**src/rtl/seq_mul_add_if.sv**
```systemverilog
// Operand/result handshake bundle for the sequential multiply-accumulate unit.
// The producer/consumer side uses the master modport, the arithmetic unit the slave modport.
interface seq_mul_add_if #(
    parameter int WIDTH = 16
);
    logic [WIDTH-1:0]   multiplicand;
    logic [WIDTH-1:0]   multiplier;
    logic [WIDTH-1:0]   addend;
    logic               src_valid;
    logic               src_ready;
    logic [2*WIDTH-1:0] product;
    logic               dest_valid;
    logic               dest_ready;

    modport master (
        output multiplicand, multiplier, addend, src_valid, dest_ready,
        input  src_ready, product, dest_valid
    );

    modport slave (
        input  multiplicand, multiplier, addend, src_valid, dest_ready,
        output src_ready, product, dest_valid
    );
endinterface

```
**src/rtl/seq_mul_add.sv**
```systemverilog
// Shift-add multiply-accumulate: product = multiplicand * multiplier + addend.
// One operand set is accepted in IDLE, exactly WIDTH shift/add iterations run in
// BUSY (no early exit), and the result is held in DONE until the consumer takes it.
module seq_mul_add #(
    parameter int WIDTH = 16
) (
    input  logic         clk,
    input  logic         reset,
    seq_mul_add_if.slave bus
);
    localparam int CW = (WIDTH > 1) ? $clog2(WIDTH) : 1;
    localparam logic [CW-1:0] LAST_COUNT = CW'(WIDTH - 1);

    typedef enum logic [1:0] {
        IDLE = 2'd0,
        BUSY = 2'd1,
        DONE = 2'd2
    } state_t;

    state_t             state_reg,   state_next;
    logic [2*WIDTH-1:0] a_reg,       a_next;
    logic [WIDTH-1:0]   b_reg,       b_next;
    logic [2*WIDTH-1:0] acc_reg,     acc_next;
    logic [CW-1:0]      count_reg,   count_next;
    logic [2*WIDTH-1:0] product_reg, product_next;

    // Shifted multiplicand gated by the current multiplier LSB: the term added this iteration.
    logic [2*WIDTH-1:0] partial;
    logic [2*WIDTH-1:0] acc_sum;

    generate
        for (genvar gi = 0; gi < 2*WIDTH; gi++) begin : g_partial
            assign partial[gi] = a_reg[gi] & b_reg[0];
        end
    endgenerate

    assign acc_sum     = acc_reg + partial;
    assign bus.product = product_reg;

    // Next-state, datapath updates and handshake outputs, decoded from the current state.
    always_comb begin
        state_next     = state_reg;
        a_next         = a_reg;
        b_next         = b_reg;
        acc_next       = acc_reg;
        count_next     = count_reg;
        product_next   = product_reg;
        bus.src_ready  = 1'b0;
        bus.dest_valid = 1'b0;

        case (state_reg)
            IDLE: begin
                bus.src_ready = 1'b1;
                if (bus.src_valid) begin
                    a_next     = {{WIDTH{1'b0}}, bus.multiplicand};
                    b_next     = bus.multiplier;
                    acc_next   = {{WIDTH{1'b0}}, bus.addend};
                    count_next = '0;
                    state_next = BUSY;
                end
            end
            BUSY: begin
                acc_next   = acc_sum;
                a_next     = a_reg << 1;
                b_next     = b_reg >> 1;
                count_next = count_reg + CW'(1);
                if (count_reg == LAST_COUNT) begin
                    // Capture the final sum so product is already valid as DONE is entered.
                    product_next = acc_sum;
                    state_next   = DONE;
                end
            end
            DONE: begin
                bus.dest_valid = 1'b1;
                if (bus.dest_ready) begin
                    state_next = IDLE;
                end
            end
            default: begin
                state_next = IDLE;
            end
        endcase
    end

    // State and datapath registers; reset aborts any operation in flight.
    always_ff @(posedge clk or negedge reset) begin
        if (!reset) begin
            state_reg   <= IDLE;
            a_reg       <= '0;
            b_reg       <= '0;
            acc_reg     <= '0;
            count_reg   <= '0;
            product_reg <= '0;
        end else begin
            state_reg   <= state_next;
            a_reg       <= a_next;
            b_reg       <= b_next;
            acc_reg     <= acc_next;
            count_reg   <= count_next;
            product_reg <= product_next;
        end
    end
endmodule
```
**src/flat_wrapper.sv**
```systemverilog
// flat-port wrapper written by rule: the top's interface ports become plain ports
module seq_mul_add_flat 
#(
    parameter int WIDTH = 16
)
  (clk, reset, bus_multiplicand, bus_multiplier, bus_addend, bus_src_valid, bus_dest_ready, bus_src_ready, bus_product, bus_dest_valid);
  seq_mul_add_if #(.WIDTH(WIDTH)) bus_i ();
  input  logic clk;
  input  logic reset;
  input wire logic [$bits(bus_i.multiplicand)-1:0] bus_multiplicand;
  input wire logic [$bits(bus_i.multiplier)-1:0] bus_multiplier;
  input wire logic [$bits(bus_i.addend)-1:0] bus_addend;
  input wire logic [$bits(bus_i.src_valid)-1:0] bus_src_valid;
  input wire logic [$bits(bus_i.dest_ready)-1:0] bus_dest_ready;
  output wire logic [$bits(bus_i.src_ready)-1:0] bus_src_ready;
  output wire logic [$bits(bus_i.product)-1:0] bus_product;
  output wire logic [$bits(bus_i.dest_valid)-1:0] bus_dest_valid;
  assign bus_i.multiplicand = bus_multiplicand;
  assign bus_i.multiplier = bus_multiplier;
  assign bus_i.addend = bus_addend;
  assign bus_i.src_valid = bus_src_valid;
  assign bus_i.dest_ready = bus_dest_ready;
  assign bus_src_ready = bus_i.src_ready;
  assign bus_product = bus_i.product;
  assign bus_dest_valid = bus_i.dest_valid;
  seq_mul_add #(.WIDTH(WIDTH)) u_core (.clk(clk), .reset(reset), .bus(bus_i));
endmodule
```
**config.mk**
```make
export PLATFORM = sky130hd
export DESIGN_NAME = seq_mul_add_flat
export DESIGN_NICKNAME = d
export VERILOG_FILES = /design/src/rtl/seq_mul_add_if.sv /design/src/rtl/seq_mul_add.sv /design/src/flat_wrapper.sv
export SDC_FILE = /design/constraint.sdc
export NUM_CORES = 1
export LEC_CHECK = 0
export CAP_MARGIN = 20
export CORE_UTILIZATION = 51
export DETAILED_ROUTE_END_ITERATION = 8
export HOLD_SLACK_MARGIN = 0.08
export PLACE_DENSITY = 0.79
export SYNTH_ARGS = -nofsm -noshare
export SYNTH_HDL_FRONTEND = slang
export SYNTH_SLANG_ARGS = --single-unit
```
**constraint.sdc**
```tcl
create_clock -name clk -period 2.6 [get_ports clk]
set_input_delay 0.52 -clock clk [delete_from_list [all_inputs] [get_ports clk]]
set_output_delay 0.52 -clock clk [all_outputs]
set_load 0.03 [all_outputs]
```
==> flow_metrics.env <==
export IMPL_die_w_um=119
export IMPL_core_mm2=0.0132
export IMPL_p_leak_nw=4.24
export IMPL_cpPeakStageDelay_ns=0.40
export IMPL_vias=6588
export IMPL_cap_violations=0
export IMPL_hold_ws_ns=0.0705
export IMPL_die_h_um=119
export IMPL_fin_tns_setup_ns=-3.60
export IMPL_finalPower_mw=11.9
export IMPL_dieArea_mm2=0.0140
export IMPL_syn_to_final_growth_pct=40.8
export IMPL_yosysWarningCount=0
export IMPL_rr_worst_depth=12
export IMPL_vias_per_cell=5.94
export IMPL_cts_buffers=17
export IMPL_drc=0
export IMPL_clockBufferDepth=2
export IMPL_synth_cell_types=65
export IMPL_clock_sinks=118
export IMPL_wl_um=21000
export IMPL_clock_fmax_mhz=351
export IMPL_grt_use_total_pct=30.2
export IMPL_ir_drop_mv=0.585
export IMPL_insertedDiodeCount=0
export IMPL_grt_pass1_wl_um=33100
export IMPL_drt_iter0_drc=599
export IMPL_cts_reportedPaths_clkPinSlew_ns=0.06
export IMPL_crit_chain="and2_4, ha_4, fa_2, a21oi_4, o211a_1, o21ai_2, a21oi_2, o211ai_2, buf_4, a31o_4, xor2_2, mux2_2"
export IMPL_ant_nets=0
export IMPL_crit_required_ns=2.91
export IMPL_synth_seq_area_share_pct=42.7
export IMPL_maxSlewHeadroom_pct=38.3
export IMPL_path_max_fanout=4
export IMPL_worstReg2RegEnd="u_core.bus.product[20]"
export IMPL_antenna_found_initial=0
export IMPL_hpwlAfterDp_um=13600
export IMPL_hold_buffers=0
export IMPL_synth_edf_count=0
export IMPL_initial_core_util_pct=52.3
export IMPL_finalMaxSlewViolations=0
export IMPL_portBuffers=85
export IMPL_grt_max_degree=60
export IMPL_final_cell_mix="buf_4, dfrtp_1, nand2_1"
export IMPL_end_kind="flip-flop"
export IMPL_grt_pass1_vias=6428
export IMPL_gr_total_overflow=0
export IMPL_tritoncts="done"
export IMPL_period_minus_slack_ns=2.85
export IMPL_tightest_slew_ns=0.925
export IMPL_synth_area_per_cell_um2=9.23
export IMPL_status="finished with violations"
export IMPL_period_share_pct=110
export IMPL_p_per_area_mw_per_mm2=1220
export IMPL_wire_per_inst_um=19.0
export IMPL_mostFrequentLayoutCell="buf_4"
export IMPL_rows=42
export IMPL_drive_gt1_share_pct=26.0
export IMPL_crit_path_start_kind="flip-flop"
export IMPL_crit_type="reg -> reg"
export IMPL_synth_flop_cell="dfrtp_1"
export IMPL_violations="negative setup slack"
export IMPL_skew_ns=0.00875
export IMPL_htree_levels=4
export IMPL_cp_slowest_cell="dfrtp_1"
export IMPL_worst_slack_ns=-0.247
export IMPL_ys_seq_elements=118
export IMPL_finalHoldViolCount=0
export IMPL_finalSetupViolCount=34
export IMPL_synth_cells=750
export IMPL_gp_congestion=0.953
export IMPL_critPathArrivalTime_ns=3.16
export IMPL_cts_root_buffer="clkbuf_16"
export IMPL_async_reset_ff_share_pct=100
export IMPL_syn_area_mm2=0.00692
export IMPL_r2r_slack_ns=-0.25
export IMPL_r2r_start="u_core.b_reg[0]"
export IMPL_rsz0062_at_grt="yes"
export IMPL_pin_count=86
export IMPL_drt_pass1_iter_count=6
export IMPL_hold_path_class="in -> async"
export IMPL_worst_skew_pair_late_latency_ns=0.43
export IMPL_syn_nets=835
export IMPL_nets=1005
-- worst max-delay path: cells and delay by family, from the launching register on --
family	cells	cell delay (ns)
xor gates and xnor gates	1	0.14
AOI/OAI and AO/OA	6	1.05
adders and majority gates	2	0.56
buffers and inverters	1	0.17
and+or+nand+nor	1	0.16
DFF	1	0.40
muxes	1	0.26
-- stage by stage --
stage / std cells / instance area [µm²] / utilization, % / worst slack, ns
2_1_floorplan: 750 / 6940 / - / -0.0411
3_3_place_gp: 1054 / 8440 / 63.7 / -0.184
3_5_place_dp: 1054 / 8440 / 63.7 / -0.277
4_1_cts: 1102 / 9590 / 72.4 / -0.166
5_1_grt: 1109 / 9740 / 73.6 / -0.343
6_report: 1109 / 9740 / 73.6 / -0.247
-- repair_timing --
action / CTS / global route
setup buffers: 16 / 8
endpoints found under the hold margin: 0 / 0
endpoints found under the setup margin: 37 / 41
resized for setup: 64 / 19
pin swaps: 31 / 24
-- final cells by class --
class                           count  area (µm²)
Multi-Input combinational cell    568        4150
Fill cell                         924        3500
Sequential cell                   118        2950
Timing Repair Buffer              205        1760
Clock buffer                       19         453
Tap cell                          176         220
Clock inverter                     13         168
Inverter                           10        37.5
-- worst max path at each step --
| stage | from | endpoint | cells past startpoint |
|---|---|---|---|
| after global placement | u_core.b_reg[0] | u_core.bus.product[23] | 11 |
| after detailed placement | u_core.b_reg[0] | u_core.bus.product[23] | 11 |
| after CTS | u_core.a_reg[0] | u_core.bus.product[26] | 12 |
| final | u_core.b_reg[0] | u_core.bus.product[20] | 12 |
| after global routing | u_core.b_reg[0] | u_core.bus.product[26] | 12 |
| after floorplan | u_core.b_reg[0] | u_core.bus.product[20] | 11 |
-- synthesized netlist by cell type, types with 4 or more instances --
cell	count	share of area (%)
nand2_1	108	5.9
clkbuf_1	39	2.1
nor3b_1	32	3.5
nand3_1	10	0.72
nand2b_1	4	0.36
a22o_1	25	3.2
o21ai_0	80	5.8
mux2_2	6	0.98
nor2b_1	5	0.45
xnor2_1	17	2.2
o22a_1	11	1.4
and2_1	31	2.8
buf_6	4	0.65
clkbuf_8	6	1.2
nor2_1	25	1.4
o211ai_1	7	0.76
nor3_1	18	1.3
ha_1	32	5.8
nand4_1	8	0.72
dfrtp_1	118	43
xor2_1	12	1.5
inv_1	9	0.49
a21oi_1	70	5.1
a21o_1	10	1.1
mux2i_1	5	0.72
-- power by group --
group | switching, mW | internal [mW]
clock | 0.921 | 1.57
sequential | 0.632 | 2.62
combinational | 3.32 | 2.82
-- cells by family after synthesis --
| group | synth area share (%) |
|---|---|
| AOI/OAI and AO/OA | 22.7 |
| xor gates and xnor gates | 3.67 |
| adders and majority gates | 6.07 |
| buffers and inverters | 4.99 |
| DFF | 42.7 |
| muxes | 1.70 |
| and+or+nand+nor | 18.2 |
-- layer usage --
layer / GRT usage, % / up-vias / wire (µm) / share of wire (%)
li1: - / 3027 / - / -
met1: 39.2 / 3211 / 8930 / 42
met2: 49.6 / 301 / 10200 / 48
met3: 5.94 / 49 / 1430 / 6.8
met4: 11.9 / 0 / 529 / 2.5
met5: 0 / - / 0 / 0
(Power assumes the default switching activity.)
